### src/rtl/mc_controller.sv
// Multicycle control FSM: sequences instruction phases and decodes op/funct into datapath controls.
// Optional BNE support is enabled by defining MC_CTRL_BNE_EN.
module mc_controller #(
    parameter int MEM_WAIT = 0,
    parameter int WAIT_W   = 4
) (
    input  logic       clk,
    input  logic       reset,
    input  logic [5:0] op,
    input  logic [5:0] funct,
    input  logic       zero,
    output logic       pcen,
    output logic       iord,
    output logic       memwrite,
    output logic       irwrite,
    output logic       regdst,
    output logic       memtoreg,
    output logic       regwrite,
    output logic       alusrca,
    output logic [1:0] alusrcb,
    output logic [1:0] pcsrc,
    output logic [2:0] alucontrol
);

    typedef enum logic [3:0] {
        S_FETCH,
        S_DECODE,
        S_MEMADR,
        S_MEMRD,
        S_MEMWB,
        S_MEMWR,
        S_EXECUTE,
        S_ALUWB,
        S_BEQ,
        S_ADDIEX,
        S_ADDIWB,
        S_JUMP
`ifdef MC_CTRL_BNE_EN
        , S_BNE
`endif
    } state_t;

    localparam logic [5:0] OP_LW    = 6'b100011;
    localparam logic [5:0] OP_SW    = 6'b101011;
    localparam logic [5:0] OP_RTYPE = 6'b000000;
    localparam logic [5:0] OP_BEQ   = 6'b000100;
    localparam logic [5:0] OP_ADDI  = 6'b001000;
    localparam logic [5:0] OP_J     = 6'b000010;
`ifdef MC_CTRL_BNE_EN
    localparam logic [5:0] OP_BNE   = 6'b000101;
`endif

    localparam logic [2:0] ALU_ADD = 3'b000;
    localparam logic [2:0] ALU_AND = 3'b001;
    localparam logic [2:0] ALU_NOT = 3'b010;
    localparam logic [2:0] ALU_SUB = 3'b011;
    localparam logic [2:0] ALU_SLT = 3'b101;

    localparam logic [WAIT_W-1:0] WAIT_LAST = WAIT_W'(MEM_WAIT);
    localparam logic [WAIT_W-1:0] WAIT_ONE  = WAIT_W'(1);

    state_t            state_q, state_d;
    logic [WAIT_W-1:0] wait_q, wait_d;
    logic              bad_funct_q, bad_funct_d;

    logic       wait_last;
    logic [2:0] funct_alu;
    logic       funct_unknown;

    logic pcwrite_c, branch_eq_c, branch_ne_c;
    logic iord_c, memwrite_c, irwrite_c, regdst_c, memtoreg_c, regwrite_c, alusrca_c;
    logic [1:0] alusrcb_c, pcsrc_c;
    logic [2:0] alucontrol_c;

    assign wait_last = (wait_q == WAIT_LAST);

    always_comb begin
        funct_alu     = ALU_ADD;
        funct_unknown = 1'b0;
        case (funct)
            6'b100000: funct_alu = ALU_ADD;
            6'b100100: funct_alu = ALU_AND;
            6'b100111: funct_alu = ALU_NOT;
            6'b100010: funct_alu = ALU_SUB;
            6'b101010: funct_alu = ALU_SLT;
            default:   funct_unknown = 1'b1;
        endcase
    end

    // Memory-facing states hold until the wait counter reaches MEM_WAIT, then clear it on exit.
    always_comb begin
        state_d     = state_q;
        wait_d      = wait_q;
        bad_funct_d = bad_funct_q;
        case (state_q)
            S_FETCH: begin
                if (wait_last) begin
                    wait_d  = '0;
                    state_d = S_DECODE;
                end else begin
                    wait_d = wait_q + WAIT_ONE;
                end
            end
            S_DECODE: begin
                case (op)
                    OP_LW, OP_SW: state_d = S_MEMADR;
                    OP_RTYPE:     state_d = S_EXECUTE;
                    OP_BEQ:       state_d = S_BEQ;
                    OP_ADDI:      state_d = S_ADDIEX;
                    OP_J:         state_d = S_JUMP;
`ifdef MC_CTRL_BNE_EN
                    OP_BNE:       state_d = S_BNE;
`endif
                    default:      state_d = S_FETCH;
                endcase
            end
            S_MEMADR: state_d = (op == OP_LW) ? S_MEMRD : S_MEMWR;
            S_MEMRD: begin
                if (wait_last) begin
                    wait_d  = '0;
                    state_d = S_MEMWB;
                end else begin
                    wait_d = wait_q + WAIT_ONE;
                end
            end
            S_MEMWR: begin
                if (wait_last) begin
                    wait_d  = '0;
                    state_d = S_FETCH;
                end else begin
                    wait_d = wait_q + WAIT_ONE;
                end
            end
            S_EXECUTE: begin
                bad_funct_d = funct_unknown;
                state_d     = S_ALUWB;
            end
            S_ADDIEX: state_d = S_ADDIWB;
            default: begin
                wait_d  = '0;
                state_d = S_FETCH;
            end
        endcase
    end

    always_ff @(posedge clk or posedge reset) begin
        if (reset) begin
            state_q     <= S_FETCH;
            wait_q      <= '0;
            bad_funct_q <= 1'b0;
        end else begin
            state_q     <= state_d;
            wait_q      <= wait_d;
            bad_funct_q <= bad_funct_d;
        end
    end

    always_comb begin
        pcwrite_c    = 1'b0;
        branch_eq_c  = 1'b0;
        branch_ne_c  = 1'b0;
        iord_c       = 1'b0;
        memwrite_c   = 1'b0;
        irwrite_c    = 1'b0;
        regdst_c     = 1'b0;
        memtoreg_c   = 1'b0;
        regwrite_c   = 1'b0;
        alusrca_c    = 1'b0;
        alusrcb_c    = 2'b00;
        pcsrc_c      = 2'b00;
        alucontrol_c = ALU_ADD;
        case (state_q)
            S_FETCH: begin
                alusrcb_c = 2'b01;
                irwrite_c = wait_last;
                pcwrite_c = wait_last;
            end
            S_DECODE: alusrcb_c = 2'b11;
            S_MEMADR: begin
                alusrca_c = 1'b1;
                alusrcb_c = 2'b10;
            end
            S_MEMRD: iord_c = 1'b1;
            S_MEMWB: begin
                regwrite_c = 1'b1;
                memtoreg_c = 1'b1;
            end
            S_MEMWR: begin
                iord_c     = 1'b1;
                memwrite_c = wait_last;
            end
            S_EXECUTE: begin
                alusrca_c    = 1'b1;
                alucontrol_c = funct_alu;
            end
            S_ALUWB: begin
                regwrite_c = ~bad_funct_q;
                regdst_c   = 1'b1;
            end
            S_BEQ: begin
                alusrca_c    = 1'b1;
                alucontrol_c = ALU_SUB;
                pcsrc_c      = 2'b01;
                branch_eq_c  = 1'b1;
            end
`ifdef MC_CTRL_BNE_EN
            S_BNE: begin
                alusrca_c    = 1'b1;
                alucontrol_c = ALU_SUB;
                pcsrc_c      = 2'b01;
                branch_ne_c  = 1'b1;
            end
`endif
            S_ADDIEX: begin
                alusrca_c = 1'b1;
                alusrcb_c = 2'b10;
            end
            S_ADDIWB: regwrite_c = 1'b1;
            S_JUMP: begin
                pcsrc_c   = 2'b10;
                pcwrite_c = 1'b1;
            end
            default: ;
        endcase
    end

    // Strobes are forced low while reset is asserted; the zero term is the only Mealy path.
    assign pcen       = ~reset & (pcwrite_c | (branch_eq_c & zero) | (branch_ne_c & ~zero));
    assign irwrite    = ~reset & irwrite_c;
    assign memwrite   = ~reset & memwrite_c;
    assign regwrite   = ~reset & regwrite_c;
    assign iord       = iord_c;
    assign regdst     = regdst_c;
    assign memtoreg   = memtoreg_c;
    assign alusrca    = alusrca_c;
    assign alusrcb    = alusrcb_c;
    assign pcsrc      = pcsrc_c;
    assign alucontrol = alucontrol_c;

endmodule

### config.mk
export PLATFORM = sky130hd
export DESIGN_NAME = mc_controller
export DESIGN_NICKNAME = d
export VERILOG_FILES = /design/src/rtl/mc_controller.sv
export SDC_FILE = /design/constraint.sdc
export NUM_CORES = 1
export LEC_CHECK = 0
export ABC_AREA = 1
export BUFFER_PORTS_ARGS = -buffer_cell sky130_fd_sc_hd__clkbuf_2
export CAP_MARGIN = 20
export CORE_MARGIN = 4
export CORE_UTILIZATION = 49
export DETAILED_ROUTE_END_ITERATION = 12
export HOLD_SLACK_MARGIN = 0.1
export PLACE_DENSITY_LB_ADDON = 0.08
export REMOVE_ABC_BUFFERS = 1
export SETUP_SLACK_MARGIN = 0.3
export SYNTH_ARGS = -nofsm -noshare
export SYNTH_HDL_FRONTEND = slang
export SYNTH_SLANG_ARGS = --single-unit
export TNS_END_PERCENT = 50
### constraint.sdc
create_clock -name clk -period 1.8 [get_ports clk]
set_clock_uncertainty 0.1 [all_clocks]
set_input_delay 0.36 -clock clk [delete_from_list [all_inputs] [get_ports clk]]
set_output_delay 0.36 -clock clk [all_outputs]
set_load 0.02 [all_outputs]
# == After elaboration in Yosys (flattened, before gate mapping) ==
# Cells that the tools add are included.
# word_totals
in_bits,15
word_cells,70
reg_bits,9
output_inout_bits,15
# op_classes
n_bitwise,8
reduce_logical,12
n_addsub,1
n_eq_ne,24
n_mux,22
# ops
op,count
$eq 6x6->1 const B,7
$pmux 4 s7,1
$pmux 4 s5,1
$eq 4x3->1 const B,4
$eq 4x4->1 const B,4
$mux 4,4
$pmux 3 s4,1
$eq 4x2->1 const B,2
$logic_not 4->1,2
$mux 1,8
$pmux 4 s2,1
$reduce_or 2->1,4
$reduce_or 4->1,2
$eq 6x2->1 const B,1
$eq 6x3->1 const B,1
$eq 6x4->1 const B,1
$logic_not 6->1,1
$ne 2x2->1 const B,3
$pmux 2 s3,1
$pmux 3 s2,1
$and 1x1->1,5
$reduce_or 5->1,1
$add 4x1->4 const B,1
$eq 4x1->1 const B,1
other kinds (7),9

# == Logic depth before layout (Yosys ltp) ==
# Gate-level depths: netlist of run 1.
# depth
word_depth,5
depth_mapped,9
depth_no_buf,9

# == Worst setup path before layout of run 1 ==
# No wires, ideal clock.
# synth_timing
path_kind,register to output
start,register state_q[0]
end,output pcen
required_ns,1.340
n_path_buf,0
arrival_time_ns,1.438
setup_slack_ns,-0.098
path_stages_with_launch,6
cell_sequence,dfrtp_1 -> nor2_1 -> inv_1 -> nor2_1 -> nand2_1 -> a21oi_1
# synth_via
elab_chain_len,5
word_cells_on_any_way,8
cone_classes,eq/ne (2); mux (2); bitwise (3); reduce/logical (1)
# synth_lines
element,line,text
start: declaration,62,"state_t state_q, state_d;"
start signal: assignment,152,state_q <= state_d;
$eq 4x4->1,172,case (state_q)
$mux 1,172,
$and 1x1->1,228,assign pcen = ~reset & (pcwrite_c | (branch_eq_c & zero) | (branch_ne_c & ~zero));
$or 1x1->1 *,228,
$and 1x1->1 *,228,
end: declaration,12,"output logic pcen,"
# Every way passes the cells marked *; elsewhere a longest branch is shown, timed or not.

# == Worst setup path in the final report of run 1 ==
# layout_timing
start,register state_q[0]
end,output alucontrol[0]
# layout_via
elab_chain_len,2
word_cells_on_any_way,3
cone_classes,eq/ne (2); mux (1)
# layout_lines
element,line,text
$eq 4x4->1 or $eq 4x3->1 (tied branches),172,
$pmux 3 s2 *,172,
end: declaration,22,output logic [2:0] alucontrol
# Marked as above.

==> out/qor.yml, run 1 <==
post-route-util_pct: 85.6
finalWirelength_mm: 2.98
maxSlewViolCount: 0
drc: 0
crit_type: "reg2out"
cp_cell_sequence: "inv_1 -> nand2_2 -> nor2_4 -> nor2_1 -> a21oi_1 -> clkbuf_4"
fillers: 85
fp-row-count: 14
ys_warn_count: 0
cts_buffers: 3
synth-seq-cells: 9
yosysUniqueCellTypes: 19
cts_sinks: 9
final_area_sq_um: 1350
core_area_sq_um: 1580
io_buffers: 29
finalNetCount: 217
syn2layout_area_growth_pct: 57.3
crit_fanout: 4
die-area_sq_um: 2490
fp.dieW_um: 49.9
critPathLaunchType: "flip-flop"
antenna_left: 0
start_util_pct: 54.4
hold_ws_ns: 0.356
gp_congestion: 0.845
vias: 1171
rrSetupSlack_ns: 0.19
maxSlewHeadroom_pct: 76.4
multiInputGateArea_sq_um: 653
ios: 30
firstDrtPassIters: 4
track_usage_pct: 22.4
ys_seq_area_share_pct: 26.2
syn-mean-instance-area_sq_um: 5.68
timing.fmax_ghz: 0.498
status: "finished with violations"
critPathArrivalTime_ns: 1.55
drive_gt1_share_pct: 42.7
area.sequential_sq_um: 226
place_hpwl_mm: 1.81
synth_top_area_cell: "dfrtp_1"
period_minus_slack_ns: 2.01
clock-root-buffer: "clkbuf_4"
end_kind: "output pin"
grt_setup_unrepaired: "true"
setup_viol: 10
hold_viol: 0
cts_tree: "yes"
synth_top_area_share_pct: 26.2
drt_iter0_markers: 47
power_uw: 1230
pre_cts_slack_ns: 0.0405
antenna_found_initial: 0
drv_cap: 0
drt-vias-per-instance: 5.45
clk_pin_slew_ns: 0.06
violations: "setup timing"
syn_inst: 151
antenna_cells: 0
clk_latency_ns: 0.27
die_y_um: 49.9
crit_path_max_incr_delay_ns: 0.46
wire_per_inst_um: 13.9
whs_path_depth: 4
fin_ws_ns: -0.207
grt-ovfl-total: 0
worst_slew_pin_slew_ns: 0.354
finalCritPeriodShare_pct: 112
p_per_area_nw_per_um2: 914
reg2reg_depth: 8
synthesis.area_sq_um: 858
grt_pass1_wl_mm: 4.31
worst_ep_required_time_ns: 1.34
synth.top_cells.by_area: "dfrtp_1 26%, nand2_1 20%, nor2_1 13%"
hp-class: "in2reg"
grt_pass1_vias: 1048
cts_buffer_depth: 2
leakage_uw: 0.000769
grt_max_degree: 10
ir_drop_mv: 0.589
place_area_sq_um: 1050
cp_slowest_cell: "dfrtp_2"
htreeDepth: 1
## registers in the layout, indices dropped and copies added (netlist names)
name	count
state_q	4
bad_funct_q	1
wait_q	4
## critical path: cells and delay by family, from the launching register on
kind                   cells  cell delay, ns
DFF                        1            0.46
buffers and inverters      2            0.33
AOI/OAI and AO/OA          1            0.18
and+or+nand+nor            3            0.30
## area by class of cell
| cell class | instances | area share [%] |
|---|---|---|
| multi-input cells | 115 | 48.4 |
| repair buffers | 44 | 23.6 |
| flip-flops and latches | 9 | 16.8 |
| inverters | 27 | 7.69 |
| clock buffers | 3 | 1.67 |
| well taps | 16 | 1.48 |
| clock inverters | 1 | 0.371 |
## cells in the mapped netlist (all sizes together)
library cell,count
ha,2
nand3b,1
dfrtp,9
nor3,3
nand4,2
a21oi,6
nand3,13
nor2,30
o22ai,1
nand2,49
o21ai,3
xnor2,2
or2,1
inv,27
o21a,1
nor3b,1
## cell families after synthesis
logic type	share of synthesized area, %
AND/OR/NAND/NOR	50.1
XOR/XNOR	2.04
flip-flops	26.2
adder cells (fa/ha/maj)	2.91
AO/OA/AOI/OAI	6.85
buffers and inverters	11.8
## what timing repair did
item | 4_1_cts | 5_1_grt
hold endpoints to repair | 9 | 0
resized for setup | 35 | 36
gates cloned | 0 | 0
hold buffers | 1 | 0
setup buffers | 10 | 1
endpoints found under the setup margin | 15 | 21
pin swaps | 7 | 6
## final timing paths
path / from / to
hold reg to reg: wait_q[3] / wait_q[3]
setup reg to reg: state_q[1] / wait_q[0]
min in group asynchronous: reset / bad_funct_q
hold / removal: op[3] / state_q[3]
setup / recovery: state_q[0] / alucontrol[0]
max in group asynchronous: reset / state_q[0]
## through the flow
| stage | instances | TNS (ns) |
|---|---|---|
| after CTS | 214 | -0.243 |
| after global routing | 215 | -1.59 |
| final | 215 | -0.861 |
| after floorplan | 151 | -0.183 |
| after detailed placement | 199 | 0 |
| after global placement | 199 | 0 |
## routing by layer
layer  share of wire, %  track usage, %
met3                5.8            6.33
met2                 53            41.0
met5                  0               0
met4                2.7            5.53
met1                 39            25.3
## where the power goes
part           total, uW  leakage [uW]  internal, uW  switching [uW]
sequential           275      0.000117           232            43.6
combinational        799      0.000634           309             491
clock                159     0.0000177          82.2            76.7
## layout by cell type, fill, tap and decap left out, types with 3 or more instances in the layout
master | synthesis | routed
a21oi_1 | 6 | 4
buf_4 | 0 | 16
buf_6 | 0 | 4
clkbuf_2 | 0 | 14
clkbuf_4 | 0 | 11
dfrtp_1 | 9 | 8
inv_1 | 27 | 16
inv_2 | 0 | 10
nand2_1 | 46 | 40
nand2_2 | 3 | 5
nand2_4 | 0 | 3
nand3_1 | 12 | 12
nor2_1 | 29 | 20
nor2_2 | 0 | 5
nor2_4 | 1 | 5
No activity file was read; power rests on OpenSTA's default activity.
==> run 2: changes to the inputs <==
- ABC_AREA: 1 -> not set
==> out/qor.yml, run 2 <==
status: "stopped before the end"  # was finished with violations
haltStage: "global routing (5_1_grt)"
error_message: "[ERROR DPL-0033] detailed placement checks failed during check placement."
synth-seq-cells: 9  # unchanged
synth_top_area_share_pct: 25.1  # was 26.2%
fp-row-count: 15  # was 14
syn-mean-instance-area_sq_um: 7.40  # was 5.68 sq um
antenna_found_initial: 0
synth_top_family_by_area: "simple AND/OR/NAND/NOR gates"  # unchanged
place_hpwl_mm: 2.00  # was 1.81 mm
clock-root-buffer: "clkbuf_4"  # unchanged
synth.top_cells.by_area: "dfrtp_1 25%, nor2_1 6.3%, o21ai_0 5.6%"  # was dfrtp_1 26%, nand2_1 20%, nor2_1 13%
cts_buffers: 3  # unchanged
synthMuxAreaShare_pct: 3.35  # was 0%
syn_inst: 121  # was 151
ys_seq_area_share_pct: 25.1  # was 26.2%
synth_top_area_cell: "dfrtp_1"  # unchanged
synth-main-ff-cell: "dfrtp_1"  # unchanged
die_y_um: 50.8  # was 49.9 um
postGrtWorstEndpoint: "pcen"
async_reset_ff_share_pct: 100  # unchanged
cts_sinks: 9  # unchanged
io_buffers: 29  # unchanged
grt_max_degree: 9
ys_warn_count: 0  # unchanged
synthesis.area_sq_um: 896  # was 858 sq um
synth_compound_area_share_pct: 20.1  # was 6.85%
gp_congestion: 0.877  # was 0.845
yosysMostFrequentCell: "nor2_1"  # was nand2_1
worst-ep-kind: "output port"
synth_simple_gate_area_share_pct: 38.1  # was 50.1%
synth_edf_count: 0  # unchanged
synth_fa_ha_area_share_pct: 2.79  # was 2.92%
yosysUniqueCellTypes: 37  # was 19
fp.dieW_um: 50.8  # was 49.9 um
ios: 30  # unchanged
ys_top_cells_by_count: "15 x nor2_1, 10 x o21ai_0, 9 x dfrtp_1"  # was 46 x nand2_1, 29 x nor2_1, 27 x inv_1
synthXorXnorAreaFrac_pct: 4.89  # was 2.04%
start_util_pct: 51.9  # was 54.4%
htreeDepth: 1  # unchanged
cts_buffer_depth: 2  # unchanged
[run 2: cell count changes after synthesis, moves of 3 or more]
cell,change
xor2_1,+3
nor3b_1,+4
buf_2,+4
inv_1,-22
nand2_1,-38
nor2_1,-14
nand2_2,-3
o21ai_0,+7
nand3_1,-8
nand2b_1,+7
nor2b_1,+5
nor4_1,+3
mux2i_1,+3
[run 2: logic make-up after synthesis]
kind of cell	Yosys count
xor+xnor	5
buf+inv	11
compound gates	29
fa+ha+maj	2
flops	9
mux	3
simple gates	62
[run 2: timing repair]
item / CTS
resized for setup: 52
setup endpoints to repair: 22
setup buffers: 12
hold buffers: 1
pin swaps: 9
hold endpoints to repair: 9
[run 2: metrics by stage]
step	instance area (sq um)	cells	setup slack (ns)
after global placement	1210	192	-0.0957
after detailed placement	1210	192	-0.193
after floorplan	865	115	-0.402
after CTS	1530	209	-0.354
==> run 3: changes to the inputs <==
- CORE_AREA: not set -> 4 4 65 67
- CORE_MARGIN: 4 -> not set
- CORE_UTILIZATION: 49 -> not set
- DIE_AREA: not set -> 0 0 69 71
- HOLD_SLACK_MARGIN: 0.1 -> not set
- PLACE_DENSITY_LB_ADDON: 0.08 -> 0.15
- SETUP_SLACK_MARGIN: 0.3 -> not set
==> out/qor.yml, run 3 <==
mostFrequentLayoutCell: "buf_4"
start_util_pct: 24.7  # was 51.9%
drt_iter0_markers: 20
grt_pass1_vias: 1121
drc: 0
leakage_uw: 0.000703
htreeDepth: 1  # unchanged
cp_slowest_cell: "dfrtp_1"
ys_warn_count: 0  # unchanged
synth.top_cells.by_area: "dfrtp_1 25%, nor2_1 6.3%, o21ai_0 5.6%"  # unchanged
grt_pass1_wl_mm: 5.00
power.switching_uw: 597
ys_top_cells_by_count: "15 x nor2_1, 10 x o21ai_0, 9 x dfrtp_1"  # unchanged
gp_congestion: 0.884  # was 0.877
hp-class: "in2async"
maxSlewViolCount: 0
top_regs: "state_q: 4 flops, wait_q: 4 flops, bad_funct_q: 1 flops"
ios: 30  # unchanged
finalCritPeriodShare_pct: 112
antenna_left: 0
maxSlewHeadroom_pct: 78.5
io_buffers: 29  # unchanged
cts_sinks: 9  # unchanged
drive_gt1_share_pct: 51.9
die-area_sq_um: 4900
ys_seq_area_share_pct: 25.1  # unchanged
antenna_cells: 0
track_usage_pct: 12.4
startpoint: "wait_q[1]"
internal-power_uw: 880
worst_slew_pin_slew_ns: 0.320
synth_top_area_cell: "dfrtp_1"  # unchanged
fillers: 393
grt_max_degree: 16
critPathTopFamily: "simple AND/OR/NAND/NOR gates"
hold_viol: 0
grt_setup_unrepaired: "true"
pre_cts_slack_ns: -0.177  # was -0.193 ns
crit_path_max_incr_delay_ns: 0.38
worst_ep_required_time_ns: 1.34
fp-row-count: 22  # was 15
cp_num_cells: 5
cp.buffers_inverters: 2
status: "finished with violations"  # was stopped before the end
drv_cap: 0
holdBufCountCts: 0  # was 1
pwr-share-comb_pct: 66.5
syn-mean-instance-area_sq_um: 7.40  # unchanged
grt-ovfl-total: 0
cts_buffers: 3  # unchanged
vias: 1139
timing.fmax_ghz: 0.496
reg2reg_depth: 7
rr_startpoint: "wait_q[1]"
netSwitchingFraction_pct: 40.4
violations: "setup timing"
crit_fanout: 2
fin_ws_ns: -0.216
power.share.clock_pct: 16.0
critPathLaunchType: "flip-flop"
cts_buffer_depth: 2  # unchanged
yosysUniqueCellTypes: 37  # unchanged
clk_latency_ns: 0.23
fp.dieW_um: 69  # was 50.8 um
critPathArrivalTime_ns: 1.56
end_kind: "output pin"
period_minus_slack_ns: 2.02
crit_type: "reg2out"
area.sequential_sq_um: 228
finalWirelength_mm: 3.04
firstDrtPassIters: 4
syn2layout_area_growth_pct: 75.4
finalNetCount: 199
synth-main-ff-cell: "dfrtp_1"  # unchanged
multiInputGateArea_sq_um: 751
place_hpwl_mm: 2.37  # was 2.00 mm
regToRegEndpoint: "state_q[2]"
antenna_found_initial: 0
die_y_um: 71  # was 50.8 um
clk_pin_slew_ns: 0.05
ir_drop_mv: 0.318
finalSetupTns_ns: -0.881
rrSetupSlack_ns: 0.10
synth_top_area_share_pct: 25.1  # unchanged
p_per_area_nw_per_um2: 940
core_area_sq_um: 3630
wire_per_inst_um: 13.3
cp_cell_sequence: "inv_1 -> ha_2 -> or3b_4 -> nor4_2 -> buf_4"
synthesis.area_sq_um: 896  # unchanged
power_frac_seq_pct: 17.5
layout_common_cells: "31 x buf_4, 17 x clkbuf_2, 13 x nor2_1, 11 x buf_6"
clock-root-buffer: "clkbuf_8"  # was clkbuf_4
synth_edf_count: 0  # unchanged
syn_inst: 121  # unchanged
setup_viol: 9
drt-vias-per-instance: 4.97
yosysMostFrequentCell: "nor2_1"  # unchanged
cts_tree: "yes"
async_reset_ff_share_pct: 100  # unchanged
synth-seq-cells: 9  # unchanged
run 3: cell counts after synthesis:
Identical to the previous run, type by type.
run 3: metrics by stage:
stage / hold slack, ns / instances / util (%) / area (sq um) / total power [uW]
after floorplan: 0.101 / 115 / - / 865 / 638
after global placement: 0.299 / 218 / 34.8 / 1260 / 984
after detailed placement: 0.301 / 218 / 34.8 / 1260 / 988
after CTS: 0.0594 / 225 / 39.6 / 1440 / 1350
after global routing: 0.0918 / 229 / 43.3 / 1570 / 1570
final: 0.0632 / 229 / 43.3 / 1570 / 1480
run 3: worst max-delay path by stage:
stage | end | slack [ns]
2_1_floorplan | memwrite | -0.40
3_3_place_gp | memwrite | -0.14
3_5_place_dp | memwrite | -0.18
4_1_cts | memwrite | -0.32
5_1_grt | pcen | -0.30
6_report | memwrite | -0.22
run 3: power by group through the flow:
| stage | Clock, uW | Combinational (uW) | Sequential, uW |
|---|---|---|---|
| finish | 236 | 982 | 258 |
| global route | 253 | 1060 | 261 |
| CTS | 240 | 858 | 248 |
| detailed placement | 0 | 735 | 253 |
| global placement | 0 | 729 | 255 |
| floorplan | 0 | 346 | 291 |
run 3: cell type report:
class,instances,share of cell area (%)
well taps,48,3.82
multi-input cells,101,47.8
repair buffers,62,29.8
inverters,5,1.19
flip-flops and latches,9,14.5
clock buffers,3,2.63
clock inverters,1,0.318
run 3: cells by family after synthesis:
logic type | share of synthesized area (%)
muxes | 3.35
DFF | 25.1
AOI/OAI and AO/OA | 20.1
xor gates and xnor gates | 4.89
adders and majority gates | 2.79
buffers and inverters | 5.59
and+or+nand+nor | 38.1
run 3: timing repair:
action / CTS / global route
pin swaps: 6 / 8
gates resized for setup: 30 / 38
setup buffers: 3 / 4
endpoints found under the setup margin: 13 / 16
run 3: layer usage:
| layer | wire length [um] | share of wire, % | GRT usage [%] | vias up |
|---|---|---|---|---|
| li1 | - | - | - | 561 |
| met1 | 1210 | 40 | 13.3 | 550 |
| met2 | 1650 | 54 | 23.4 | 24 |
| met3 | 148 | 4.9 | 2.27 | 4 |
| met4 | 33 | 1.1 | 5.42 | 0 |
| met5 | 0 | 0 | 0 | - |
run 3: worst reg2reg max path: stages, from the launching register on:
cell     delay, ns
dfrtp_1       0.38
inv_1         0.06
ha_2          0.18
or3b_4        0.38
buf_4         0.15
a21oi_1       0.13
o32a_1        0.15
o21ai_1       0.06
==> run 4: changes to the inputs <==
- SLEW_MARGIN: not set -> 5
- TNS_END_PERCENT: 50 -> 1
==> out/qor.yml, run 4 (synthesis results as in run 3) <==
vias: 1091  # was 1139
maxSlewViolCount: 0  # unchanged
end_kind: "output pin"  # unchanged
drt-vias-per-instance: 4.91  # was 4.97
cts_buffer_depth: 2  # unchanged
finalWirelength_mm: 2.92  # was 3.04 mm
layout_common_cells: "33 x buf_4, 16 x clkbuf_2, 14 x nor2_1, 8 x nand2_1, 8 x dfrtp_1"  # was 31 x buf_4, 17 x clkbuf_2, 13 x nor2_1, 11 x buf_6
grt_pass1_wl_mm: 4.91  # was 5.00 mm
firstDrtPassIters: 4  # unchanged
antenna_left: 0  # unchanged
clock-root-buffer: "clkbuf_8"  # unchanged
violations: "setup timing"  # unchanged
track_usage_pct: 12.1  # was 12.4%
cts_tree: "yes"  # unchanged
status: "finished with violations"  # unchanged
reg2reg_depth: 7  # unchanged
top_regs: "state_q: 4 flops, wait_q: 4 flops, bad_funct_q: 1 flops"  # unchanged
grt-ovfl-total: 0  # unchanged
crit_path_max_incr_delay_ns: 0.38  # about the same
regToRegEndpoint: "state_q[2]"  # unchanged
hp-class: "in2async"  # unchanged
drv_cap: 0  # unchanged
wire_per_inst_um: 13.2  # was 13.3 um
core_area_sq_um: 3630  # unchanged
mostFrequentLayoutCell: "buf_4"  # unchanged
cts_sinks: 9  # unchanged
pre_cts_slack_ns: -0.177  # unchanged
ios: 30  # unchanged
antenna_cells: 0  # unchanged
hold_viol: 0  # unchanged
die-area_sq_um: 4900  # unchanged
fillers: 407  # was 393
syn2layout_area_growth_pct: 61.6  # was 75.4%
clk_latency_ns: 0.23  # about the same
hold_ws_ns: 0.0640  # was 0.0632 ns
io_buffers: 29  # unchanged
multiInputGateArea_sq_um: 708  # was 751 sq um
critPathArrivalTime_ns: 1.56  # about the same
fp-row-count: 22  # unchanged
critPathLaunchType: "flip-flop"  # unchanged
ir_drop_mv: 0.268  # was 0.318 mV
area.sequential_sq_um: 226  # was 228 sq um
period_minus_slack_ns: 2.02  # about the same
grt_max_degree: 16  # unchanged
setup_viol: 10  # was 9
antenna_found_initial: 0  # unchanged
p_per_area_nw_per_um2: 922  # was 940 nW/um^2
die_y_um: 71  # unchanged
crit_type: "reg2out"  # unchanged
drt_iter0_markers: 42  # was 20
grt_pass1_vias: 1096  # was 1121
grt_setup_unrepaired: "true"  # unchanged
finalCritPeriodShare_pct: 112  # about the same
holdBufCountCts: 0  # unchanged
fp.dieW_um: 69  # unchanged
drive_gt1_share_pct: 46.6  # was 51.9%
rrSetupSlack_ns: 0.10  # about the same
place_hpwl_mm: 2.37  # unchanged
timing.fmax_ghz: 0.496  # about the same
worst_slew_pin_slew_ns: 0.313  # was 0.320 ns
rr_startpoint: "wait_q[1]"  # unchanged
cp_cell_sequence: "inv_1 -> ha_2 -> or3b_4 -> nor4_2 -> buf_4"  # unchanged
crit_fanout: 2  # unchanged
maxSlewHeadroom_pct: 78.9  # was 78.5%
clk_pin_slew_ns: 0.05  # about the same
start_util_pct: 24.7  # unchanged
worst_ep_required_time_ns: 1.34  # about the same
gp_congestion: 0.884  # unchanged
leakage_uw: 0.000654  # was 0.000703 uW
fin_ws_ns: -0.218  # was -0.216 ns
cp_slowest_cell: "dfrtp_1"  # unchanged
htreeDepth: 1  # unchanged
drc: 0  # unchanged
finalNetCount: 192  # was 199
cts_buffers: 3  # unchanged
## run 4: per-layer routing
layer / share of wire, % / track usage [%]
met1: 43 / 13.4
met2: 53 / 23.0
met3: 3.8 / 1.99
met4: 0.51 / 4.56
met5: 0 / 0
## run 4: worst max path at each step
stage	slack, ns	from	to
5_1_grt	-0.29	wait_q[1]	pcen
3_3_place_gp	-0.14	wait_q[0]	memwrite
2_1_floorplan	-0.40	wait_q[0]	memwrite
3_5_place_dp	-0.18	wait_q[1]	memwrite
6_report	-0.22	wait_q[1]	memwrite
4_1_cts	-0.32	wait_q[1]	memwrite
## run 4: worst max-delay path: cells and delay by family, from the launching register on
family,cells,cell delay (ns)
fa+ha+maj,1,0.18
buf+inv,2,0.24
flops,1,0.38
simple gates,2,0.52
## run 4: repair_timing
action	in CTS	in global routing
setup endpoints to repair	13	15
gates resized for setup	29	23
setup buffers	0	0
pin swaps	4	5
## run 4: power by group
part	total [uW]	internal, uW	leakage (uW)	switching, uW
clock network	236	151	0.0000255	84.7
registers	260	227	0.000117	33.8
logic	838	406	0.000511	432
total	1330	784	0.000654	551
## run 4: through the flow
stage,TNS (ns),utilization [%],instances,total power [uW],instance area (sq um)
3_5_place_dp,-0.333,34.8,218,988,1260
6_report,-1.06,39.8,222,1330,1450
3_3_place_gp,-0.278,34.8,218,984,1260
4_1_cts,-1.42,38.9,222,1310,1410
2_1_floorplan,-1.16,-,115,638,865
5_1_grt,-2.03,39.8,222,1430,1450
## run 4: final cells by class
type                    instances  area share, %
multi-input cells             101           48.9
repair buffers                 55           26.8
flip-flops and latches          9           15.6
well taps                      48           4.15
clock buffers                   3           2.85
inverters                       5           1.30
clock inverters                 1          0.346
